--- config.mk ---
export PLATFORM = sky130hd
export DESIGN_NAME = uart_char_receiver_flat
export DESIGN_NICKNAME = d
export VERILOG_FILES = /design/src/rtl/uart_char_receiver_if.sv /design/src/rtl/uart_char_receiver.sv /design/src/flat_wrapper.sv
export SDC_FILE = /design/constraint.sdc
export NUM_CORES = 1
export LEC_CHECK = 0
export CORE_MARGIN = 4
export CORE_UTILIZATION = 40
export CTS_CLUSTER_DIAMETER = 30
export DETAILED_ROUTE_END_ITERATION = 8
export MAX_ROUTING_LAYER = met4
export PLACE_DENSITY_LB_ADDON = 0.08
export SLEW_MARGIN = 40
export SYNTH_ARGS = -nofsm -noshare
export SYNTH_HDL_FRONTEND = slang
export SYNTH_SLANG_ARGS = --single-unit
--- constraint.sdc ---
create_clock -name clk -period 2.72 [get_ports clk]
set_clock_uncertainty 0.2 [all_clocks]
set_input_delay 0.272 -clock clk [delete_from_list [all_inputs] [get_ports clk]]
set_output_delay 0.272 -clock clk [all_outputs]
set_load 0.03 [all_outputs]
--- src/rtl/uart_char_receiver_if.sv ---
// rtl/uart_char_receiver_if.sv - serial line and character output bundle of the UART receiver
//
// Purpose : groups the serial input with the received-character outputs.
// Signals : rx        - serial line, idle high, 8N1, LSB first
//           cin       - last correctly framed byte
//           we        - one-clk pulse marking a new byte on cin
//           frame_err - one-clk pulse on a bad stop bit
//           busy      - receiver is inside a frame
// Modports: master - the receiver (consumes rx, drives the rest)
//           slave  - the line driver / character consumer
interface uart_char_receiver_if;
  logic       rx;
  logic [7:0] cin;
  logic       we;
  logic       frame_err;
  logic       busy;

  modport master (input rx, output cin, output we, output frame_err, output busy);
  modport slave  (output rx, input cin, input we, input frame_err, input busy);
endinterface

--- src/rtl/uart_char_receiver.sv ---
// rtl/uart_char_receiver.sv - 8N1 UART receiver with 16x oversampling
//
// Purpose : receives 8N1 characters on bus.rx and presents each correctly
//           framed byte on bus.cin with a one-clk bus.we pulse; a low stop
//           bit gives one bus.frame_err pulse and the receiver then waits
//           for the line to return high.
// Ports   : clk   - system clock, rising edge
//           reset - asynchronous, active-high
//           bus   - uart_char_receiver_if.master (rx, cin, we, frame_err, busy)
module uart_char_receiver #(
  parameter int CLK_FREQ = 100000000,
  parameter int BAUD     = 9600
) (
  input logic                   clk,
  input logic                   reset,
  uart_char_receiver_if.master  bus
);

  localparam int DIV   = CLK_FREQ / (BAUD * 16);
  localparam int DIV_W = (DIV > 1) ? $clog2(DIV) : 1;

  typedef enum logic [2:0] {
    IDLE,
    START,
    DATA,
    STOP,
    WAIT_HIGH
  } state_t;

  state_t             state, state_n;
  logic [3:0]         sc, sc_n;
  logic [2:0]         bi, bi_n;
  logic [7:0]         sr, sr_n;
  logic [7:0]         cin, cin_n;
  logic               we, we_n;
  logic               frame_err, fe_n;
  logic               div_clr;
  logic [DIV_W-1:0]   div_cnt;
  logic               tick;
  logic               rx_meta, rxs;

  // Synchronizer presets to 1 so reset looks like an idle line.
  always_ff @(posedge clk or posedge reset) begin
    if (reset) begin
      rx_meta <= 1'b1;
      rxs     <= 1'b1;
    end else begin
      rx_meta <= bus.rx;
      rxs     <= rx_meta;
    end
  end

  // Oversample divider; realigned to the start edge so that the first
  // tick lands DIV clks after the falling edge was seen.
  assign tick = (div_cnt == DIV_W'(DIV - 1));

  always_ff @(posedge clk or posedge reset) begin
    if (reset) begin
      div_cnt <= '0;
    end else if (div_clr || tick) begin
      div_cnt <= '0;
    end else begin
      div_cnt <= div_cnt + 1'b1;
    end
  end

  always_ff @(posedge clk or posedge reset) begin
    if (reset) begin
      state     <= IDLE;
      sc        <= 4'd0;
      bi        <= 3'd0;
      sr        <= 8'h00;
      cin       <= 8'h00;
      we        <= 1'b0;
      frame_err <= 1'b0;
    end else begin
      state     <= state_n;
      sc        <= sc_n;
      bi        <= bi_n;
      sr        <= sr_n;
      cin       <= cin_n;
      we        <= we_n;
      frame_err <= fe_n;
    end
  end

  // sc wraps 15->0 on its own, so a tick at sc=15 leaves it at 0 for the
  // next bit. START samples at sc=7 (middle of the start bit); every later
  // sample is 16 ticks on, i.e. the middle of each following bit.
  always_comb begin
    state_n = state;
    sc_n    = sc;
    bi_n    = bi;
    sr_n    = sr;
    cin_n   = cin;
    we_n    = 1'b0;
    fe_n    = 1'b0;
    div_clr = 1'b0;

    case (state)
      IDLE: begin
        if (!rxs) begin
          state_n = START;
          sc_n    = 4'd0;
          div_clr = 1'b1;
        end
      end

      START: begin
        if (tick) begin
          sc_n = sc + 4'd1;
          if (sc == 4'd7) begin
            if (!rxs) begin
              state_n = DATA;
              sc_n    = 4'd0;
              bi_n    = 3'd0;
            end else begin
              state_n = IDLE;
            end
          end
        end
      end

      DATA: begin
        if (tick) begin
          sc_n = sc + 4'd1;
          if (sc == 4'd15) begin
            sr_n = {rxs, sr[7:1]};
            if (bi == 3'd7) begin
              state_n = STOP;
            end else begin
              bi_n = bi + 3'd1;
            end
          end
        end
      end

      STOP: begin
        if (tick) begin
          sc_n = sc + 4'd1;
          if (sc == 4'd15) begin
            if (rxs) begin
              cin_n   = sr;
              we_n    = 1'b1;
              state_n = IDLE;
            end else begin
              fe_n    = 1'b1;
              state_n = WAIT_HIGH;
            end
          end
        end
      end

      // A break holds the line low; stay here so it reports only once.
      WAIT_HIGH: begin
        if (rxs) begin
          state_n = IDLE;
        end
      end

      default: begin
        state_n = IDLE;
      end
    endcase
  end

  assign bus.cin       = cin;
  assign bus.we        = we;
  assign bus.frame_err = frame_err;
  assign bus.busy      = (state != IDLE);

endmodule
--- src/flat_wrapper.sv ---
// flat-port wrapper written by rule: the top's interface ports become plain ports
module uart_char_receiver_flat 
#(
  parameter int CLK_FREQ = 100000000,
  parameter int BAUD     = 9600
)
  (clk, reset, bus_rx, bus_cin, bus_we, bus_frame_err, bus_busy);
  uart_char_receiver_if bus_i ();
  input logic clk;
  input logic reset;
  input wire logic [$bits(bus_i.rx)-1:0] bus_rx;
  output wire logic [$bits(bus_i.cin)-1:0] bus_cin;
  output wire logic [$bits(bus_i.we)-1:0] bus_we;
  output wire logic [$bits(bus_i.frame_err)-1:0] bus_frame_err;
  output wire logic [$bits(bus_i.busy)-1:0] bus_busy;
  assign bus_i.rx = bus_rx;
  assign bus_cin = bus_i.cin;
  assign bus_we = bus_i.we;
  assign bus_frame_err = bus_i.frame_err;
  assign bus_busy = bus_i.busy;
  uart_char_receiver #(.CLK_FREQ(CLK_FREQ), .BAUD(BAUD)) u_core (.clk(clk), .reset(reset), .bus(bus_i));
endmodule
==> impl_metrics.csv, run 1 <==
group,metric,value,unit
sta,setup_tns,0,ps
hold_path,hp-class,"register to register",
detailed_routing,dr_total_vias,1356,
floorplan,die_area,6120,um2
floorplan,die_w,78.3,um
yosys,synth_flop_cell,"dfrtp_1",
pwr,switching_share,0.209,
sta,fmaxAchievable,413,MHz
cts,cts_tree,"yes",
final_layout,multiInputGateArea,930,um2
cts,ctsHoldBuffers,0,
sta,max_slew_margin,0.584,
placed_design,routabilityCongestion,0.779,
detailed_routing,dr.pass1.iters,4,
setup_path,critPathMaxFanout,9,
placed_design,port_buffers,13,
sta,hold_violations,0,
sta,fin_ws,300,ps
yosys,synth_area_leaders,"dfrtp_1 48%, mux2_2 9.7%, nor2_1 3.8%, nor4_4 3.2%, ha_1 3.2%",
floorplan,io_pins,14,
detailed_routing,routed_wl,3560,um
detailed_routing,via_per_inst,5.26,
yosys,syn_area,1970,um2
yosys,synth.largest_area_cell,"dfrtp_1",
setup_path,critical_path_arrival,2400,ps
placed_design,dp_hpwl,2570,um
sta,setup_viol,0,
grt,grt_first_pass_wirelength,6240,um
yosys,synth_enable_flop_cells,0,
pwr,ir_drop,0.000359,V
final_layout,nets,198,
cts,htree_levels,2,
pwr,p_int,0.808,mW
setup_path,cp.required,2700,ps
setup_path,crit_path_start_kind,"register",
floorplan,dieHeight,78.3,um
yosys,yosysWarnings,0,
final_layout,diodes,0,
cts,cts_resized,0,
floorplan,core,4750,um2
detailed_routing,ant_nets,0,
detailed_routing,remaining_drc_errors,0,
placed_design,dpl_worst_slack,288,ps
yosys,syn-instance-count,173,
sta,period_share,0.890,
pwr,pwr-share-comb,0.019,
pwr,clock_power_share,0.394,
pwr,p_sw,0.214,mW
final_layout,nFillCells,480,
sta,period_minus_slack,2420,ps
yosys,avgSynthCellArea,11.4,um2
setup_path,worst_path_max_delay_cell,"nor4_4",
yosys,ys_ff_latch,40,
sta,worstMarginPinSlew,620,ps
final_layout,drive_gt1_frac,0.204,
setup_path,critPathTopFamily,"simple AND/OR/NAND/NOR gates",
sta,rsz0062_at_grt,"false",
pwr,p_leak,1.01,nW
pwr,p_seq_frac,0.587,
floorplan,rows,25,
yosys,syn_nets,181,
yosys,yosysSeqAreaShare,0.508,
cts,clock-sinks,40,
final_layout,area_growth,15.4,%
cts,post_cts_buffers,0,
flow_run,max_cap_violations,0,
setup_path,slowest_delay,580,ps
yosys,ys_types,46,
detailed_routing,routedWlPerCell,13.8,um
grt,grtUsageTotal,0.135,
grt,grt-ovfl-total,0,
cts,cts-root-buf,"clkbuf_8",
pwr,powerDensity,448,nW/um2
grt,antenna_found_initial,0,
yosys,synth.top_cell.area_share,0.482,
yosys,async_reset_ff_frac,1.00,
final_layout,regArea,1000,um2
cts,clk_pin_slew,70,ps
setup_path,crit_chain,"inv_1 -> ha_1 -> and4b_1 -> nand3_4 -> nor4_4 -> mux2_2",
cts,cts_buffer_depth,2,
sta,report.final.slew_viol_count,0,
run_status,outcome,"finished, final reports clean",
detailed_routing,first_iter_violations,86,
grt,grt_max_degree,41,
cts,cts_buffers,5,
floorplan,initial_core_util,0.415,
grt,grt_pass1_vias,1295,
cts,insertion_delay,290,ps
setup_path,end_kind,"register",
setup_path,critPathBufInv,1,
setup_path,path_class,"register to register",
-- area by class of cell --
class	instances	area share
clock buffer	7	0.0379
inverter	6	0.00988
timing repair buffer	15	0.0637
tap	67	0.0368
clock inverter	1	0.00329
multi-input combinational	122	0.408
sequential	40	0.440
-- Yosys cell counts (3+ instances only) --
cell and n:
a21oi_1 5, clkbuf_1 5, dfrtp_1 38, ha_1 5, inv_1 6, mux2_2 17
nand2_1 9, nand3_1 11, nor2_1 20, nor3_1 3, nor4_4 3, or3b_2 3
xnor2_1 6
-- kinds of logic (layout without fill, tap and decap cells) --
kind of cell / count (synthesis) / after routing / synth area share
DFF: 40 / 40 / 0.508
muxes: 17 / 17 / 0.0970
buffers and inverters: 11 / 29 / 0.0209
adders and majority gates: 5 / 5 / 0.0317
xor gates and xnor gates: 8 / 8 / 0.0355
AOI/OAI and AO/OA: 22 / 22 / 0.0824
and+or+nand+nor: 70 / 70 / 0.224
-- placed cells by master (no fill, tap or decap), types with 2 or more instances in the layout --
master / instances
a21oi_1: 5
a22o_1: 2
a22oi_1: 2
and2_1: 2
buf_4: 2
clkbuf_8: 6
clkdlybuf4s50_1: 13
dfrtp_1: 38
dfstp_2: 2
ha_1: 5
inv_1: 6
mux2_2: 17
nand2_1: 9
nand2b_1: 2
nand3_1: 11
nand3b_1: 2
nor2_1: 20
nor3_1: 3
nor4_1: 2
nor4_4: 3
o2bb2ai_1: 2
or3b_2: 3
xnor2_1: 6
xor2_1: 2
-- final timing paths --
check                                             from  slack, ps                            end  cells after the start
min in group asynchronous                        reset        210    u_core.div_cnt[1]$_DFF_PP0_                      3
max in group asynchronous                        reset       1750           u_core.rxs$_DFF_PP1_                      3
hold reg to reg               u_core.rx_meta$_DFF_PP1_        160           u_core.rxs$_DFF_PP1_                      0
setup / recovery           u_core.div_cnt[0]$_DFF_PP0_        300  u_core.bus.cin[5]$_DFFE_PP0P_                      6
hold / removal                u_core.rx_meta$_DFF_PP1_        160           u_core.rxs$_DFF_PP1_                      0
setup reg to reg           u_core.div_cnt[0]$_DFF_PP0_        300  u_core.bus.cin[5]$_DFFE_PP0P_                      6
-- flip-flops by register name (all words and copies together) (netlist names) --
signal and count:
u_core.bus.we 1, u_core.bi 3, u_core.sr 8, u_core.state 3
u_core.sc 4, u_core.div_cnt 10, u_core.bus.frame_err 1, u_core.rxs 1
u_core.rx_meta 1, u_core.bus.cin 8
-- per-stage QoR --
step | cell area [um2] | instances | power, mW | hold WS [ps] | utilization
after floorplan | 1970 | 173 | 0.622 | 76.5 | -
after global placement | 2180 | 250 | 0.631 | 148 | 0.459
after detailed placement | 2180 | 250 | 0.631 | 148 | 0.459
after CTS | 2280 | 258 | 1.04 | 159 | 0.479
after global routing | 2280 | 258 | 1.07 | 167 | 0.479
final | 2280 | 258 | 1.02 | 157 | 0.479
-- power groups by stage --
stage	clock network, mW	registers [mW]	logic [mW]
after floorplan	0	0.609	0.0137
after global placement	0	0.611	0.0195
after detailed placement	0	0.611	0.0202
after CTS	0.424	0.599	0.0203
after global routing	0.447	0.600	0.0225
final	0.403	0.599	0.0190
-- layer usage --
layer  routed length (um)  track usage
met5                    0            -
met4                   53       0.0577
met3                  108       0.0378
met2                 1740        0.209
met1                 1660        0.168
Power figures use the tool's default switching activity.
==> run 2: changes to the inputs <==
Settings changed: CELL_PAD_IN_SITES_DETAIL_PLACEMENT from default to 2, CELL_PAD_IN_SITES_GLOBAL_PLACEMENT from default to 2, CORE_UTILIZATION 40 to 39, REMOVE_ABC_BUFFERS from default to 1.
==> run 2 against run 1 <==
Net effect:
- combinational power increased by 4%
- sequential power about the same
- first-iteration DRC count decreased by 37%
- global-route usage increased by 4.2 points
- core utilization decreased by 0.18 points
- critical path depth unchanged
- non-clock buffer count unchanged
- clock-buffer cell count decreased by 2
- cell area increased by 0.93%
- critical path type unchanged
- highest routed layer unchanged
==> impl_metrics.csv, run 2 (synthesis results as in run 1) <==
group,metric,value,unit
final_layout,fin_area,2300,um2
setup_path,slowest_delay,560,ps
final_layout,diodes,0,
placed_design,routabilityCongestion,0.754,
grt,antenna_found_initial,0,
detailed_routing,routedWlPerCell,18.6,um
grt,grtUsageTotal,0.178,
cts,cts_buffers,5,
sta,period_minus_slack,2460,ps
sta,fin_hold_ws,159,ps
sta,setup_tns,0,ps
hold_path,hp-start,"u_core.rx_meta$_DFF_PP1_",
setup_path,r2r_slack,260,ps
final_layout,drive_gt1_frac,0.209,
final_layout,final_cell_mix,"38 x dfrtp_1, 20 x nor2_1, 17 x mux2_2",
cts,htree_levels,2,
floorplan,dieHeight,79.2,um
setup_path,critPathMaxFanout,9,
cts,cts_resized,0,
cts,cts-root-buf,"clkbuf_8",
floorplan,die_area,6260,um2
final_layout,post-route-util,0.477,
hold_path,holdPathStages,0,
detailed_routing,ant_nets,0,
sta,setup_viol,0,
cts,post_cts_buffers,0,
setup_path,critical_path_arrival,2450,ps
sta,fmaxAchievable,406,MHz
setup_path,worst_path_max_delay_cell,"nor4_4",
setup_path,end_kind,"register",
final_layout,regMostFlops,"u_core.div_cnt",
cts,clock-sinks,40,
setup_path,crit_path_start_kind,"register",
floorplan,rows,25,
final_layout,largest_reg_flops,10,
final_layout,reg_top3,"u_core.div_cnt x10, u_core.bus.cin x8, u_core.sr x8",
setup_path,reg2reg_from,"u_core.div_cnt[0]$_DFF_PP0_",
final_layout,nets,198,
pwr,powerDensity,485,nW/um2
final_layout,multiInputGateArea,930,um2
final_layout,regArea,1000,um2
cts,cts_tree,"yes",
setup_path,rr_endpoint,"u_core.bus.cin[3]$_DFFE_PP0P_",
cts,insertion_delay,290,ps
setup_path,crit_chain,"inv_1 -> ha_1 -> and4b_1 -> nand3_4 -> nor4_4 -> mux2_2",
placed_design,place_area,2180,um2
sta,hold_violations,0,
grt,grt_first_pass_wirelength,8290,um
setup_path,cp.required,2700,ps
sta,period_share,0.906,
detailed_routing,remaining_drc_errors,0,
sta,worstMarginPinSlew,650,ps
hold_path,min_to,"u_core.rxs$_DFF_PP1_",
hold_path,hp-class,"register to register",
pwr,ir_drop,0.000268,V
sta,report.final.slew_viol_count,0,
sta,max_slew_margin,0.564,
grt,grt_max_degree,41,
setup_path,path_class,"register to register",
cts,ctsHoldBuffers,0,
run_status,outcome,"finished, final reports clean",
placed_design,dp_hpwl,3230,um
cts,clk_pin_slew,80,ps
grt,grt_pass1_vias,1625,
floorplan,core,4820,um2
final_layout,nFillCells,520,
grt,grt-ovfl-total,0,
floorplan,die_w,79.2,um
sta,rsz0062_at_grt,"false",
detailed_routing,first_iter_violations,54,
setup_path,reg2reg_depth,6,
floorplan,io_pins,14,
floorplan,initial_core_util,0.410,
detailed_routing,dr_total_vias,1409,
placed_design,port_buffers,13,
pwr,p_leak,1.02,nW
detailed_routing,dr.pass1.iters,3,
detailed_routing,routed_wl,4790,um
cts,cts_buffer_depth,2,
detailed_routing,via_per_inst,5.46,
flow_run,max_cap_violations,0,
final_layout,layout.cells.most_common,"dfrtp_1",
final_layout,area_growth,16.5,%
[run 2: how the worst max path moves through the flow]
stage	from	end	slack, ps	cells after the start
2_1_floorplan	u_core.div_cnt[0]$_DFF_PP0_	u_core.bus.cin[0]$_DFFE_PP0P_	580	6
3_5_place_dp	u_core.div_cnt[0]$_DFF_PP0_	u_core.bus.cin[3]$_DFFE_PP0P_	280	6
6_report	u_core.div_cnt[0]$_DFF_PP0_	u_core.bus.cin[3]$_DFFE_PP0P_	260	6
3_3_place_gp	u_core.div_cnt[0]$_DFF_PP0_	u_core.bus.cin[1]$_DFFE_PP0P_	400	6
4_1_cts	u_core.div_cnt[0]$_DFF_PP0_	u_core.bus.cin[3]$_DFFE_PP0P_	220	6
5_1_grt	u_core.div_cnt[0]$_DFF_PP0_	u_core.bus.cin[6]$_DFFE_PP0P_	110	6
[run 2: layer usage]
metal / vias to the layer above / global-route usage / wire (um)
met2: 14 / 0.306 / 2530
met4: 0 / 0.0533 / 80
met3: 9 / 0.0340 / 91
met5: - / - / 0
met1: 731 / 0.211 / 2100
li1: 655 / - / -
[run 2: through the flow]
step	power [mW]	cells	setup slack (ps)
final	1.12	258	257
after global routing	1.17	258	110
after CTS	1.14	258	221
after detailed placement	0.632	250	278
after global placement	0.631	250	395
after floorplan	0.622	168	583
[run 2: area by class of cell]
cell class              count  area share
clock buffers               5      0.0299
well taps                  67      0.0365
inverters                   6     0.00979
repair buffers             15      0.0631
clock inverters             3      0.0201
multi-input cells         122       0.404
flip-flops and latches     40       0.436
[run 2: power by group]
group / internal (mW) / leakage (nW) / switching, mW
registers: 0.597 / 0.537 / 0.00274
logic: 0.00476 / 0.424 / 0.0151
clock network: 0.276 / 0.0548 / 0.220
[run 2: critical path, delay by kind of cell (launching register included)]
kind                       cells  cell delay, ps
adders and majority gates      1             160
buffers and inverters          1              90
DFF                            1             450
and+or+nand+nor                3            1050
muxes                          1             410
==> run 3: changes to the inputs <==
Settings changed: CORE_MARGIN 4 to default.
Clock period 2.72 ns to 2.7 ns, I/O delays scaled along.
==> run 3 against run 2 <==
Net effect:
- register-to-register slack worse by 60 ps
- via count hardly changed
- clock power is 21% lower
- sequential power is 0.7% higher
- largest cell class unchanged
- largest power group unchanged
- highest routed layer unchanged
==> impl_metrics.csv, run 3 (synthesis results as in run 1) <==
group,metric,value,unit
flow_run,max_cap_violations,0,
run_status,outcome,"finished, final reports clean",
detailed_routing,ant_nets,0,
sta,period_share,0.925,
cts,clk_pin_slew,70,ps
sta,setup_tns,0,ps
final_layout,diodes,0,
detailed_routing,routedWlPerCell,17.5,um
grt,grt-ovfl-total,0,
sta,max_slew_margin,0.566,
grt,grt_first_pass_wirelength,7820,um
floorplan,core,4790,um2
sta,report.final.slew_viol_count,0,
detailed_routing,first_iter_violations,81,
setup_path,critPathMaxFanout,9,
setup_path,end_kind,"register",
grt,grt_max_degree,41,
cts,insertion_delay,300,ps
pwr,ir_drop,0.000230,V
detailed_routing,dr.max_layer_used,"met4",
placed_design,place_area,2190,um2
sta,period_minus_slack,2500,ps
cts,ctsHoldBuffers,0,
final_layout,area_growth,15.3,%
final_layout,regMostFlops,"u_core.div_cnt",
hold_path,hp-class,"register to register",
placed_design,dp_hpwl,3230,um
final_layout,reg_top3,"u_core.div_cnt x10, u_core.bus.cin x8, u_core.sr x8",
detailed_routing,m1WireLength,2060,um
final_layout,fin_area,2280,um2
sta,fmaxAchievable,400,MHz
grt,antenna_found_initial,0,
detailed_routing,via_per_inst,5.44,
sta,worstMarginPinSlew,646,ps
detailed_routing,routed_wl,4520,um
detailed_routing,routed-wl-met3,92,um
placed_design,port_buffers,13,
grt,grt_pass1_vias,1526,
cts,post_cts_buffers,0,
cts,htree_levels,2,
pwr,powerDensity,446,nW/um2
setup_path,critical_path_arrival,2470,ps
setup_path,cp.required,2670,ps
cts,cts_tree,"yes",
final_layout,layout.cells.most_common,"dfrtp_1",
setup_path,crit_path_start_kind,"register",
floorplan,dieHeight,73.2,um
detailed_routing,wl_met2,2300,um
setup_path,path_class,"register to register",
floorplan,die_area,5350,um2
detailed_routing,dr_total_vias,1410,
sta,setup_viol,0,
detailed_routing,dr.pass1.iters,4,
final_layout,largest_reg_flops,10,
final_layout,final_cell_mix,"38 x dfrtp_1, 20 x nor2_1, 17 x mux2_2",
sta,rsz0062_at_grt,"false",
cts,cts_buffer_depth,2,
cts,cts_resized,0,
final_layout,nets,199,
cts,clock-sinks,40,
floorplan,initial_core_util,0.413,
placed_design,routabilityCongestion,0.755,
placed_design,dp_cells,251,
sta,hold_violations,0,
detailed_routing,remaining_drc_errors,0,
floorplan,rows,25,
floorplan,die_w,73.2,um
grt,grtUsageTotal,0.202,
cts,cts-root-buf,"clkbuf_8",
final_layout,layout.cells.non_filler,259,
final_layout,drive_gt1_frac,0.208,
floorplan,io_pins,14,
pwr,p_leak,1.01,nW
cts,cts_buffers,5,
[run 3: changes by cell type in the layout (fill, tap and decap cells not counted)]
cell | before | now
clkinv_2 | 0 | 1
clkbuf_1 | 0 | 1
bufinv_16 | 1 | 0
buf_4 | 2 | 3
inv_6 | 1 | 0
[run 3: report_power, final]
| part | total, mW | internal [mW] | switching, mW |
|---|---|---|---|
| registers | 0.604 | 0.602 | 0.00257 |
| logic | 0.0198 | 0.00481 | 0.0150 |
| clock network | 0.392 | 0.181 | 0.211 |
[run 3: cell type report]
class,count,area (um2)
clock buffers,6,72.6
clock inverters,2,12.5
fillers,496,2510
inverters,6,22.5
multi-input cells,122,930
flip-flops and latches,40,1000
well taps,67,83.8
repair buffers,16,153
[run 3: path summary, 6_finish.rpt]
check / slack, ps / to / depth (start not counted) / start
min: 170 / u_core.rxs$_DFF_PP1_ / 0 / u_core.rx_meta$_DFF_PP1_
min reg2reg: 170 / u_core.rxs$_DFF_PP1_ / 0 / u_core.rx_meta$_DFF_PP1_
max: 200 / u_core.bus.cin[4]$_DFFE_PP0P_ / 6 / u_core.div_cnt[0]$_DFF_PP0_
max in group asynchronous: 1720 / u_core.rxs$_DFF_PP1_ / 3 / reset
max reg2reg: 200 / u_core.bus.cin[4]$_DFFE_PP0P_ / 6 / u_core.div_cnt[0]$_DFF_PP0_
min in group asynchronous: 200 / u_core.sr[7]$_DFFE_PP0P_ / 3 / reset
[run 3: metal layers]
| layer | vias to the layer above | global-route usage |
|---|---|---|
| met2 | 19 | 0.321 |
| li1 | 661 | - |
| met3 | 9 | 0.0359 |
| met5 | - | - |
| met1 | 721 | 0.258 |
| met4 | 0 | 0.0719 |
[run 3: worst max-delay path, stage by stage, from the launching register on]
cell and delay, ps:
dfrtp_1 440, inv_1 80, ha_1 160, and4b_1 290
nand3_4 180, nor4_4 610, mux2_2 410
[run 3: per-stage QoR]
stage,setup slack (ps),hold slack [ps],util,total power [mW]
3_3_place_gp,355,148,0.458,0.635
4_1_cts,206,164,0.476,1.02
6_report,202,169,0.476,1.02
2_1_floorplan,563,74.5,-,0.627
3_5_place_dp,233,159,0.458,0.637
5_1_grt,56.8,166,0.476,1.04
